$ cat src/rtl/led_status.sv
// Board user LED driver: boot, USB-disconnected blink, idle, activity off-flash
// and PWM breathing while the application sleeps.
module led_status #(
    parameter int BOOT_CYCLES  = 1048576,
    parameter int DISC_HALF    = 250000,
    parameter int FLASH_CYCLES = 50000,
    parameter int PWM_BITS     = 8,
    parameter int BREATH_STEP  = 2048
) (
    input  logic       clk_1mhz,
    input  logic       rstn,
    input  logic       dp_pu_i,
    input  logic       sleep_i,
    input  logic       act_tgl_i,
    output logic       led_o,
    output logic [2:0] state_o
);

    localparam int TMR_MAX_BD = (BOOT_CYCLES > DISC_HALF) ? BOOT_CYCLES : DISC_HALF;
    localparam int TMR_MAX    = (TMR_MAX_BD > FLASH_CYCLES) ? TMR_MAX_BD : FLASH_CYCLES;
    localparam int TMR_W      = (TMR_MAX > 1) ? $clog2(TMR_MAX) : 1;
    localparam int STEP_W     = (BREATH_STEP > 1) ? $clog2(BREATH_STEP) : 1;

    localparam logic [TMR_W-1:0]    BOOT_LAST  = TMR_W'(BOOT_CYCLES - 1);
    localparam logic [TMR_W-1:0]    DISC_LAST  = TMR_W'(DISC_HALF - 1);
    localparam logic [TMR_W-1:0]    FLASH_LAST = TMR_W'(FLASH_CYCLES - 1);
    localparam logic [STEP_W-1:0]   STEP_LAST  = STEP_W'(BREATH_STEP - 1);
    localparam logic [PWM_BITS-1:0] DUTY_MAX   = '1;
    localparam logic [PWM_BITS-1:0] DUTY_TOP   = DUTY_MAX - 1'b1;
    localparam logic [PWM_BITS-1:0] DUTY_ONE   = PWM_BITS'(1);

    typedef enum logic [2:0] {
        BOOT  = 3'd0,
        DISC  = 3'd1,
        IDLE  = 3'd2,
        FLASH = 3'd3,
        SLEEP = 3'd4
    } state_t;

    state_t              state;
    state_t              state_next;
    logic [TMR_W-1:0]    tmr;
    logic [TMR_W-1:0]    tmr_next;
    logic                dp_pu_meta, dp_pu_s;
    logic                sleep_meta, sleep_s;
    logic                act_meta, act_s, act_d;
    logic                act_p;
    logic                blink;
    logic [PWM_BITS-1:0] pwm_cnt;
    logic [PWM_BITS-1:0] duty;
    logic                dir_up;
    logic [STEP_W-1:0]   step_cnt;

    // All three inputs come from foreign clock domains.
    always_ff @(posedge clk_1mhz or negedge rstn) begin
        if (!rstn) begin
            dp_pu_meta <= 1'b0;
            dp_pu_s    <= 1'b0;
            sleep_meta <= 1'b0;
            sleep_s    <= 1'b0;
            act_meta   <= 1'b0;
            act_s      <= 1'b0;
            act_d      <= 1'b0;
        end else begin
            dp_pu_meta <= dp_pu_i;
            dp_pu_s    <= dp_pu_meta;
            sleep_meta <= sleep_i;
            sleep_s    <= sleep_meta;
            act_meta   <= act_tgl_i;
            act_s      <= act_meta;
            act_d      <= act_s;
        end
    end

    assign act_p = act_s ^ act_d;

    always_ff @(posedge clk_1mhz or negedge rstn) begin
        if (!rstn) begin
            state <= BOOT;
            tmr   <= '0;
        end else begin
            state <= state_next;
            tmr   <= tmr_next;
        end
    end

    // Loss of the USB pull-up beats activity, which beats sleep changes.
    always_comb begin
        state_next = state;
        tmr_next   = tmr + 1'b1;
        case (state)
            BOOT: begin
                if (tmr == BOOT_LAST)
                    state_next = dp_pu_s ? IDLE : DISC;
            end
            DISC: begin
                if (dp_pu_s)
                    state_next = IDLE;
                else if (tmr == DISC_LAST)
                    tmr_next = '0;
            end
            IDLE: begin
                tmr_next = '0;
                if (!dp_pu_s)
                    state_next = DISC;
                else if (act_p)
                    state_next = FLASH;
                else if (sleep_s)
                    state_next = SLEEP;
            end
            FLASH: begin
                if (!dp_pu_s)
                    state_next = DISC;
                else if (act_p)
                    tmr_next = '0;
                else if (tmr == FLASH_LAST)
                    state_next = IDLE;
            end
            SLEEP: begin
                tmr_next = '0;
                if (!dp_pu_s)
                    state_next = DISC;
                else if (act_p)
                    state_next = FLASH;
                else if (!sleep_s)
                    state_next = IDLE;
            end
            default: state_next = BOOT;
        endcase
        if (state_next != state)
            tmr_next = '0;
    end

    always_ff @(posedge clk_1mhz or negedge rstn) begin
        if (!rstn)
            blink <= 1'b0;
        else if (state_next == DISC && state != DISC)
            blink <= 1'b1;
        else if (state == DISC && tmr == DISC_LAST)
            blink <= ~blink;
    end

    always_ff @(posedge clk_1mhz or negedge rstn) begin
        if (!rstn)
            pwm_cnt <= '0;
        else
            pwm_cnt <= pwm_cnt + 1'b1;
    end

    // Duty ramps up to full and back down without ever wrapping.
    always_ff @(posedge clk_1mhz or negedge rstn) begin
        if (!rstn) begin
            duty     <= '0;
            dir_up   <= 1'b1;
            step_cnt <= '0;
        end else if (state_next == SLEEP && state != SLEEP) begin
            duty     <= '0;
            dir_up   <= 1'b1;
            step_cnt <= '0;
        end else if (state == SLEEP) begin
            if (step_cnt == STEP_LAST) begin
                step_cnt <= '0;
                if (dir_up) begin
                    duty <= duty + 1'b1;
                    if (duty == DUTY_TOP)
                        dir_up <= 1'b0;
                end else begin
                    duty <= duty - 1'b1;
                    if (duty == DUTY_ONE)
                        dir_up <= 1'b1;
                end
            end else begin
                step_cnt <= step_cnt + 1'b1;
            end
        end
    end

    always_ff @(posedge clk_1mhz or negedge rstn) begin
        if (!rstn) begin
            led_o <= 1'b1;
        end else begin
            case (state)
                BOOT, IDLE: led_o <= 1'b1;
                DISC:       led_o <= blink;
                FLASH:      led_o <= 1'b0;
                SLEEP:      led_o <= (pwm_cnt < duty);
                default:    led_o <= 1'b1;
            endcase
        end
    end

    assign state_o = state;

endmodule

$ cat config.mk
export PLATFORM = sky130hd
export DESIGN_NAME = led_status
export DESIGN_NICKNAME = d
export VERILOG_FILES = /design/src/rtl/led_status.sv
export SDC_FILE = /design/constraint.sdc
export NUM_CORES = 1
export LEC_CHECK = 0
export BUFFER_PORTS_ARGS = -buffer_cell sky130_fd_sc_hd__buf_2
export CAP_MARGIN = 20
export CORE_AREA = 2 2 78 88
export DETAILED_ROUTE_END_ITERATION = 6
export DIE_AREA = 0 0 80 90
export PLACE_DENSITY = 0.72
export RECOVER_POWER = 50
export SLEW_MARGIN = 30
export SYNTH_ARGS = -nofsm -noshare
export SYNTH_HDL_FRONTEND = slang
export SYNTH_SLANG_ARGS = --single-unit
$ cat constraint.sdc
create_clock -name clk_1mhz -period 2.22 [get_ports clk_1mhz]
set_input_delay 0.333 -clock clk_1mhz [delete_from_list [all_inputs] [get_ports clk_1mhz]]
set_output_delay 0.333 -clock clk_1mhz [all_outputs]
set_load 0.02 [all_outputs]
==> metrics.cfg, run 1 <==
[min_path]
min_from=sleep_i
holdCritPathClass=input pin to flop

[power]
powerDensity_nw_per_um2=581
combPwrFrac_pct=2.1
leakagePower_nw=1.66
p_sw_mw=0.482
p_sw_share_pct=22.8
power_report.internal_total_mw=1.64
pwr-share-clk_pct=45.8
seqPwrFrac_pct=52.1
ir_drop_v=0.000463

[clocking]
clockBufferDepth=2
cts_tree=built
insertion_delay_ns=0.34
numCtsBuffers=9
cts.sinks=60
clkTransAtPathRegs_ns=0.07
cts-root-buf=clkbuf_8
h-tree-depth=3

[synth]
async_reset_ff_share_pct=100
synth_warnings=0
synth_fp_nets=359
ys_seq_area_share_pct=46.4
avgSynthCellArea_sq_um=9.54
synthFlopType=dfrtp_1
synth_seq_cells=60
syn_inst=340
syn_area_sq_um=3240
synth_cell_types=55
synth_edf_count=0

[layout]
finalNonFillerCells=449
antenna_cells=0
nets=381
drive_above_1_share_pct=13.4
fill_cells=582
area_growth_pct=12.4
fin_util_pct=57.3

[timing]
finalSetupViolCount=0
slew_headroom_pct=10.4
hold_violations=0
fin_crit_sh_pct=94.0
post-route-min-period_ns=2.09
tightest_slew_ns=1.34
finalSetupTns_ns=0
max_freq_mhz=479
drv_slew=0
clock_skew_ns=0.0106
grt_setup_unrepaired=no
hold_slack_ns=0.0978

[job]
max-cap-violations=0

[worst_setup_path]
cp_top_family=compound AO/OA/AOI/OAI gates
worstPathCellList=or4b_1 -> o41ai_2 -> o21ai_1 -> o211ai_2 -> buf_12 -> nor3_1
worstSetupPathType=flop to flop
cp.arrival_ns=2.31
cpPeakStageDelay_ns=0.59
cp_max_fo=20
path_buf_inv=1
cpMaxStageDelayCell=or4b_1
startpoint=state_o[0]$_DFF_PN0_
end_kind=flop
critPathLaunchType=flop
crit_required_ns=2.45
r2r-start=state_o[0]$_DFF_PN0_

[die]
die_h_um=90
core_area_sq_um=6360
die_w_um=80
initial_core_util_pct=51.0
num_rows=31
die-area_sq_um=7200
ios=9

[outcome]
outcome=complete, no violations

[global_route]
track_usage_pct=20.2
grt_antenna_before_repair=0
grt_pass1_wl_um=11600
grt_max_degree=38
grt_pass1_vias=2487
grt-ovfl-total=0

[routing]
wl_per_cell_um=14.5
ant_nets=0
post_drt_via_cell_ratio=5.61
drt-pass1-iter-count=4
vias=2519
drt_iter0_drc=130
wirelength_um=6510
remaining_drc_errors=0

[placed_design]
dp.cells=430
gp_congestion=0.928
io_buffers=8
place_hpwl_um=4490

stage by stage:
step | total power [mW] | instance area, sq um | setup slack [ns]
after floorplan | 1.13 | 3240 | 0.197
after global placement | 1.17 | 3420 | 0.122
after detailed placement | 1.17 | 3420 | 0.0368
after CTS | 2.14 | 3630 | 0.0289
after global routing | 2.20 | 3640 | 0.0202
final | 2.12 | 3640 | 0.132
metal layers:
layer  track usage [%]  routed length [um]
met5                 0                   0
met4              8.05                 118
met3              4.42                 216
met2              31.6                3200
met1              27.3                2970
power by group through the flow:
stage,Sequential (mW),Combinational (mW),Clock (mW)
3_3_place_gp,1.12,0.0438,0
2_1_floorplan,1.12,0.00993,0
4_1_cts,1.10,0.0463,0.990
5_1_grt,1.10,0.0527,1.05
6_report,1.10,0.0441,0.970
3_5_place_dp,1.12,0.0446,0
final timing paths:
| check | end | slack [ns] | cells after the start |
|---|---|---|---|
| worst max-delay path | tmr[5]$_DFF_PN0_ | 0.13 | 6 |
| worst min-delay path | sleep_meta$_DFF_PN0_ | 0.1 | 1 |
| worst max register to register | tmr[5]$_DFF_PN0_ | 0.13 | 6 |
| worst min register to register | dp_pu_s$_DFF_PN0_ | 0.34 | 0 |
| max in group asynchronous | dir_up$_DFFE_PN1P_ | 0.51 | 3 |
| min in group asynchronous | tmr[12]$_DFF_PN0_ | 0.82 | 2 |
flip-flops by register name (all words and copies together), names as in the netlist:
register / count
tmr: 20
sleep_meta: 1
pwm_cnt: 8
led_o: 1
sleep_s: 1
duty: 8
dir_up: 1
step_cnt: 11
blink: 1
dp_pu_s: 1
act_s: 1
act_meta: 1
dp_pu_meta: 1
act_d: 1
state_o: 3
cells by family (layout without fill, tap and decap cells):
family / after synthesis / in the layout / share of synthesized area [%]
compound gates: 65 / 65 / 13.0
mux: 1 / 1 / 0.347
flops: 60 / 60 / 46.4
buf+inv: 27 / 54 / 4.21
xor+xnor: 28 / 28 / 7.79
simple gates: 145 / 145 / 22.9
fa+ha+maj: 14 / 14 / 5.40
repair_timing:
item / 4_1_cts / 5_1_grt
hold endpoints to repair: 22 / 0
setup buffers: 0 / 2
pin swaps: 0 / 2
resized for setup: 1 / 1
setup endpoints to repair: 16 / 22
hold buffers: 1 / 0
synthesized netlist by cell type, drive strengths merged, types with 2 or more instances:
master  number  area [sq um]
a21oi       11          55.1
a31oi        3          18.8
and2         3          18.8
and3         7          43.8
and4         3          26.3
buf          8          65.1
clkbuf       3          11.3
dfrtp       58          1450
dfstp        2          52.6
ha          14           175
inv         16          60.1
nand2       31           116
nand2b       6          37.5
nand3       14          70.1
nand4       11          75.1
nor2        30           113
nor2b        3          18.8
nor3        23           120
nor4         3          18.8
o21a         2          22.5
o21ai       31           155
o31ai        4          43.8
o41ai        3          33.8
or2          2          12.5
or3          2          12.5
xnor2       14           130
xor2        14           123
area by class of cell:
type	count	area (sq um)	share of cell area [%]
inverters	16	60.1	1.65
well taps	82	103	2.81
clock inverters	5	62.6	1.72
flip-flops and latches	60	1500	41.3
repair buffers	22	171	4.70
multi-input cells	253	1610	44.2
clock buffers	11	131	3.60
layout by cell type (no fill, tap or decap), types with 10 or more instances in the layout:
cell / Yosys / layout
nand2_1: 31 / 31
nor3_1: 22 / 22
nor2_1: 30 / 30
ha_1: 14 / 13
xnor2_1: 13 / 13
nand3_1: 14 / 14
buf_4: 0 / 11
a21oi_1: 11 / 11
nand4_1: 10 / 10
xor2_1: 14 / 14
dfrtp_1: 58 / 58
o21ai_0: 28 / 28
inv_1: 16 / 16
Power figures use the tool's default switching activity.
==> run 2: changes to the inputs <==
Settings changed: BUFFER_PORTS_ARGS -buffer_cell sky130_fd_sc_hd__buf_2 to default, DONT_BUFFER_PORTS from default to 1, PLACE_DENSITY 0.72 to 0.71.
==> run 2 against run 1 <==
Combinational power decreased by 5.2%. Global-route usage increased by 0.49 points. Hold slack improved by 0.25 ns. Flip-flop and latch count unchanged. Clock power decreased by 7.1%. Fmax decreased by 0.22%. Critical path depth increased by 2. Clock skew decreased by 0.0045 ns. Register-to-register slack about the same. Largest power group unchanged. First-iteration DRC count increased by 7.7%. Via count increased by 0.56%. Sequential share of layout area decreased by 0.35 points. Largest cell class unchanged.
==> metrics.cfg, run 2 (same netlist as run 1, synthesis figures left out) <==
[clocking]
numCtsBuffers=9
cts_tree=built
clockBufferDepth=2
h-tree-depth=3
insertion_delay_ns=0.33
clkTransAtPathRegs_ns=0.08
cts.sinks=60
cts-root-buf=clkbuf_8

[timing]
tightest_slew_ns=1.45
fin_crit_sh_pct=94.3
slew_headroom_pct=3.09
max_freq_mhz=478
hold_violations=0
finalSetupViolCount=0
clock_skew_ns=0.00614
post-route-min-period_ns=2.09
drv_slew=0
setup_ws_ns=0.128

[die]
core_area_sq_um=6360
initial_core_util_pct=51.0
ios=9
num_rows=31
die_w_um=80
die-area_sq_um=7200
die_h_um=90

[routing]
remaining_drc_errors=0
drt_iter0_drc=140
vias=2533
drt-pass1-iter-count=4
wirelength_um=6760
post_drt_via_cell_ratio=5.62
wl_per_cell_um=15.0
ant_nets=0

[placed_design]
gp_congestion=0.908
place_hpwl_um=4620
dpl_worst_slack_ns=0.0563
io_buffers=0
dp.cells=430

[layout]
nets=383
area_growth_pct=13.3
finalNonFillerCells=451
largest_register=tmr
antenna_cells=0
largestRegisters=tmr x20, step_cnt x11
final_common_cell=dfrtp_1
drive_above_1_share_pct=14.6
final_cell_mix=58 x dfrtp_1, 31 x nand2_1, 30 x nor2_1, 28 x o21ai_0, 19 x nor3_1
fin_util_pct=57.8
largest_reg_flops=20

[worst_setup_path]
crit_required_ns=2.45
cp_max_fo=16
cp.arrival_ns=2.33
end_kind=flop
critPathLaunchType=flop
worstSetupPathType=flop to flop

[global_route]
grt_antenna_before_repair=0
grt_pass1_wl_um=11800
grt_pass1_vias=2519
track_usage_pct=20.7
grt_max_degree=61
grt-ovfl-total=0

[power]
ir_drop_v=0.000379
powerDensity_nw_per_um2=557
leakagePower_nw=1.67

[min_path]
holdCritPathClass=flop to flop

[job]
max-cap-violations=0

[outcome]
outcome=complete, no violations

[run 2: report_power, final]
part           switching (mW)  internal (mW)  total [mW]  leakage (nW)
sequential            0.00493           1.10        1.10         0.786
clock                   0.482          0.420       0.901        0.0868
combinational          0.0299         0.0119      0.0418         0.800
[run 2: final timing paths]
| check | from | to | slack [ns] | cells past startpoint |
|---|---|---|---|---|
| min in group asynchronous | rstn | tmr[10]$_DFF_PN0_ | 0.90 | 2 |
| max in group asynchronous | rstn | step_cnt[10]$_DFFE_PN0P_ | 0.45 | 2 |
| min reg2reg | dp_pu_meta$_DFF_PN0_ | dp_pu_s$_DFF_PN0_ | 0.35 | 0 |
| max | tmr[1]$_DFF_PN0_ | tmr[17]$_DFF_PN0_ | 0.13 | 8 |
| min | dp_pu_meta$_DFF_PN0_ | dp_pu_s$_DFF_PN0_ | 0.35 | 0 |
| max reg2reg | tmr[1]$_DFF_PN0_ | tmr[17]$_DFF_PN0_ | 0.13 | 8 |
[run 2: worst max-delay path: stages, from the launching register on]
cell and delay (ns):
dfrtp_1 0.36, ha_1 0.20, and3_1 0.24, nand4_1 0.15, nor3_2 0.25, o41ai_2 0.12
buf_4 0.15, o21a_4 0.26, nor3_1 0.25
[run 2: layout make-up]
class | count | area [sq um]
Clock inverter | 7 | 58.8
Sequential cell | 60 | 1500
Multi-Input combinational cell | 253 | 1630
Inverter | 16 | 60.1
Fill cell | 553 | 2690
Tap cell | 82 | 103
Clock buffer | 9 | 124
Timing Repair Buffer | 24 | 200
[run 2: through the flow]
stage | TNS, ns | cell area, sq um | hold slack (ns) | total power, mW
final | 0 | 3680 | 0.351 | 2.05
after global routing | -0.0551 | 3680 | 0.355 | 2.14
after CTS | 0 | 3640 | 0.00688 | 2.08
after detailed placement | 0 | 3420 | 0.0386 | 1.14
after global placement | 0 | 3420 | 0.0386 | 1.14
after floorplan | 0 | 3240 | 0.0374 | 1.13
[run 2: layer usage]
layer  up-vias  track usage [%]  part of all wire, %
li1       1252                -                    -
met1      1209             26.5                   43
met2        53             33.6                   51
met3        19             3.92                  3.1
met4         0             9.60                  2.8
met5         -                0                    0
[run 2: what timing repair did]
item | CTS | global route
setup endpoints to repair | 0 | 27
resized for setup | 0 | 6
hold endpoints to repair | 60 | 3
buffers inserted | 0 | 0
hold buffers | 2 | 3
==> run 3: changes to the inputs <==
Settings changed: CORE_AREA 2 2 78 88 to 2 2 75 85, DIE_AREA 0 0 80 90 to 0 0 77 87, PLACE_DENSITY 0.71 to 0.75.
==> run 3 against run 2 <==
Combinational power shrank 5.3%. Global-route usage grew 0.60 points. Clock power grew 9.3%. Fmax shrank 1.2%. Worst setup slack lost 0.026 ns. Die area shrank 7.0%. Hold slack lost 0.33 ns. Via count shrank 1.7%. Largest cell class unchanged. Largest power group unchanged.
==> metrics.cfg, run 3 (same netlist as run 1, synthesis figures left out) <==
[outcome]
outcome=complete, no violations

[routing]
drt_iter0_drc=123
wirelength_um=6560
ant_nets=0
post_drt_via_cell_ratio=5.64
remaining_drc_errors=0
drt-pass1-iter-count=4
vias=2489
wl_per_cell_um=14.9

[min_path]
worstHoldEndpoint=sleep_meta$_DFF_PN0_
holdCritPathClass=input pin to flop
min_from=sleep_i
whs_path_depth=0

[worst_setup_path]
crit_required_ns=2.44
reg2regPathDepth=8
critPathLaunchType=flop
cp_max_fo=20
r2r-start=tmr[1]$_DFF_PN0_
cp.arrival_ns=2.34
rrSetupSlack_ns=0.10
end_kind=flop
worstSetupPathType=flop to flop
r2r-end=tmr[15]$_DFF_PN0_

[clocking]
insertion_delay_ns=0.34
cts-root-buf=clkbuf_8
numCtsBuffers=9
clkTransAtPathRegs_ns=0.07
h-tree-depth=3
cts.sinks=60
clockBufferDepth=2
cts_tree=built

[timing]
finalSetupViolCount=0
grt_setup_unrepaired=no
drv_slew=0
finalSetupTns_ns=0
max_freq_mhz=472
fin_crit_sh_pct=95.4
setup_ws_ns=0.102
hold_violations=0
hold_slack_ns=0.0204
post-route-min-period_ns=2.12
slew_headroom_pct=62.2
tightest_slew_ns=0.562
clock_skew_ns=0.00559

[layout]
multiInputGateArea_sq_um=1630
drive_above_1_share_pct=13.3
largest_register=tmr
final_cell_mix=57 x dfrtp_1, 31 x nand2_1, 30 x nor2_1, 28 x o21ai_0, 21 x nor3_1
largest_reg_flops=20
finalNonFillerCells=441
largestRegisters=tmr x20, step_cnt x11
fill_cells=529
antenna_cells=0
final_common_cell=dfrtp_1
nets=375
register_area_sq_um=1510
area_growth_pct=12.4

[die]
core_area_sq_um=5930
ios=9
die_h_um=87
initial_core_util_pct=54.7
num_rows=30
die-area_sq_um=6700
die_w_um=77

[job]
max-cap-violations=0

[global_route]
grt_pass1_wl_um=11300
grt_max_degree=61
track_usage_pct=21.3
grt_antenna_before_repair=0
grt-ovfl-total=0
grt_pass1_vias=2437

[placed_design]
dp.cells=421
io_buffers=0
dpl_worst_slack_ns=0.0548
place_hpwl_um=4420
gp_congestion=0.857

[power]
leakagePower_nw=1.64
pwr-share-clk_pct=46.3
p_total_mw=2.13
powerDensity_nw_per_um2=584
p_sw_share_pct=22.2
p_sw_mw=0.472
ir_drop_v=0.000413
power_report.internal_total_mw=1.66
seqPwrFrac_pct=51.9
combPwrFrac_pct=1.9

==> run 3: area by class of cell <==
class                           instances  area share, %
Inverter                               16           1.65
Tap cell                               80           2.75
Sequential cell                        60           41.3
Clock buffer                           10           3.77
Multi-Input combinational cell        254           44.7
Timing Repair Buffer                   15           4.05
Clock inverter                          6           1.75
==> run 3: power groups by stage <==
stage          sequential, mW  clock, mW  combinational [mW]
2_1_floorplan            1.12          0             0.00993
3_3_place_gp             1.12          0              0.0116
3_5_place_dp             1.12          0              0.0120
4_1_cts                  1.10       1.00              0.0414
5_1_grt                  1.10       1.05              0.0471
6_report                 1.10      0.985              0.0396
==> run 3: worst max path at each step <==
stage,from,to,slack (ns),cells after the start
6_report,tmr[1]$_DFF_PN0_,tmr[15]$_DFF_PN0_,0.10,8
5_1_grt,tmr[1]$_DFF_PN0_,tmr[11]$_DFF_PN0_,0.006,8
4_1_cts,tmr[0]$_DFF_PN0_,tmr[11]$_DFF_PN0_,0.05,8
3_5_place_dp,tmr[0]$_DFF_PN0_,tmr[3]$_DFF_PN0_,0.05,8
3_3_place_gp,state_o[0]$_DFF_PN0_,tmr[1]$_DFF_PN0_,0.08,7
2_1_floorplan,state_o[2]$_DFF_PN0_,tmr[15]$_DFF_PN0_,0.20,8
==> run 3: what timing repair did <==
item                       CTS  global route
buffers inserted             0             1
hold endpoints to repair    60             0
gates resized for setup      0             5
setup endpoints to repair    0            21
hold buffers                 2             0
==> run 3: stage by stage <==
step                      cell area [sq um]  utilization [%]
after detailed placement               3370             56.8
after CTS                              3610             60.8
final                                  3650             61.5
after global placement                 3370             56.8
after floorplan                        3240                -
after global routing                   3650             61.5
==> run 3: worst max-delay path, cell delays in order (launching register included) <==
cell      delay, ns
dfrtp_1        0.38
ha_2           0.21
nand3_1        0.12
or3_1          0.43
o41ai_2        0.37
o21ai_1        0.14
o211ai_2       0.10
buf_12         0.18
nor3_1         0.07
==> run 3: routing by layer <==
layer  part of all wire [%]  routed length [um]  vias to the layer above  GRT usage [%]
li1                       -                   -                     1236              -
met1                     45                2980                     1203           26.7
met2                     49                3230                       37           36.5
met3                    3.5                 229                       13           3.53
met4                    1.8                 119                        0           10.1
met5                      0                   0                        -              0
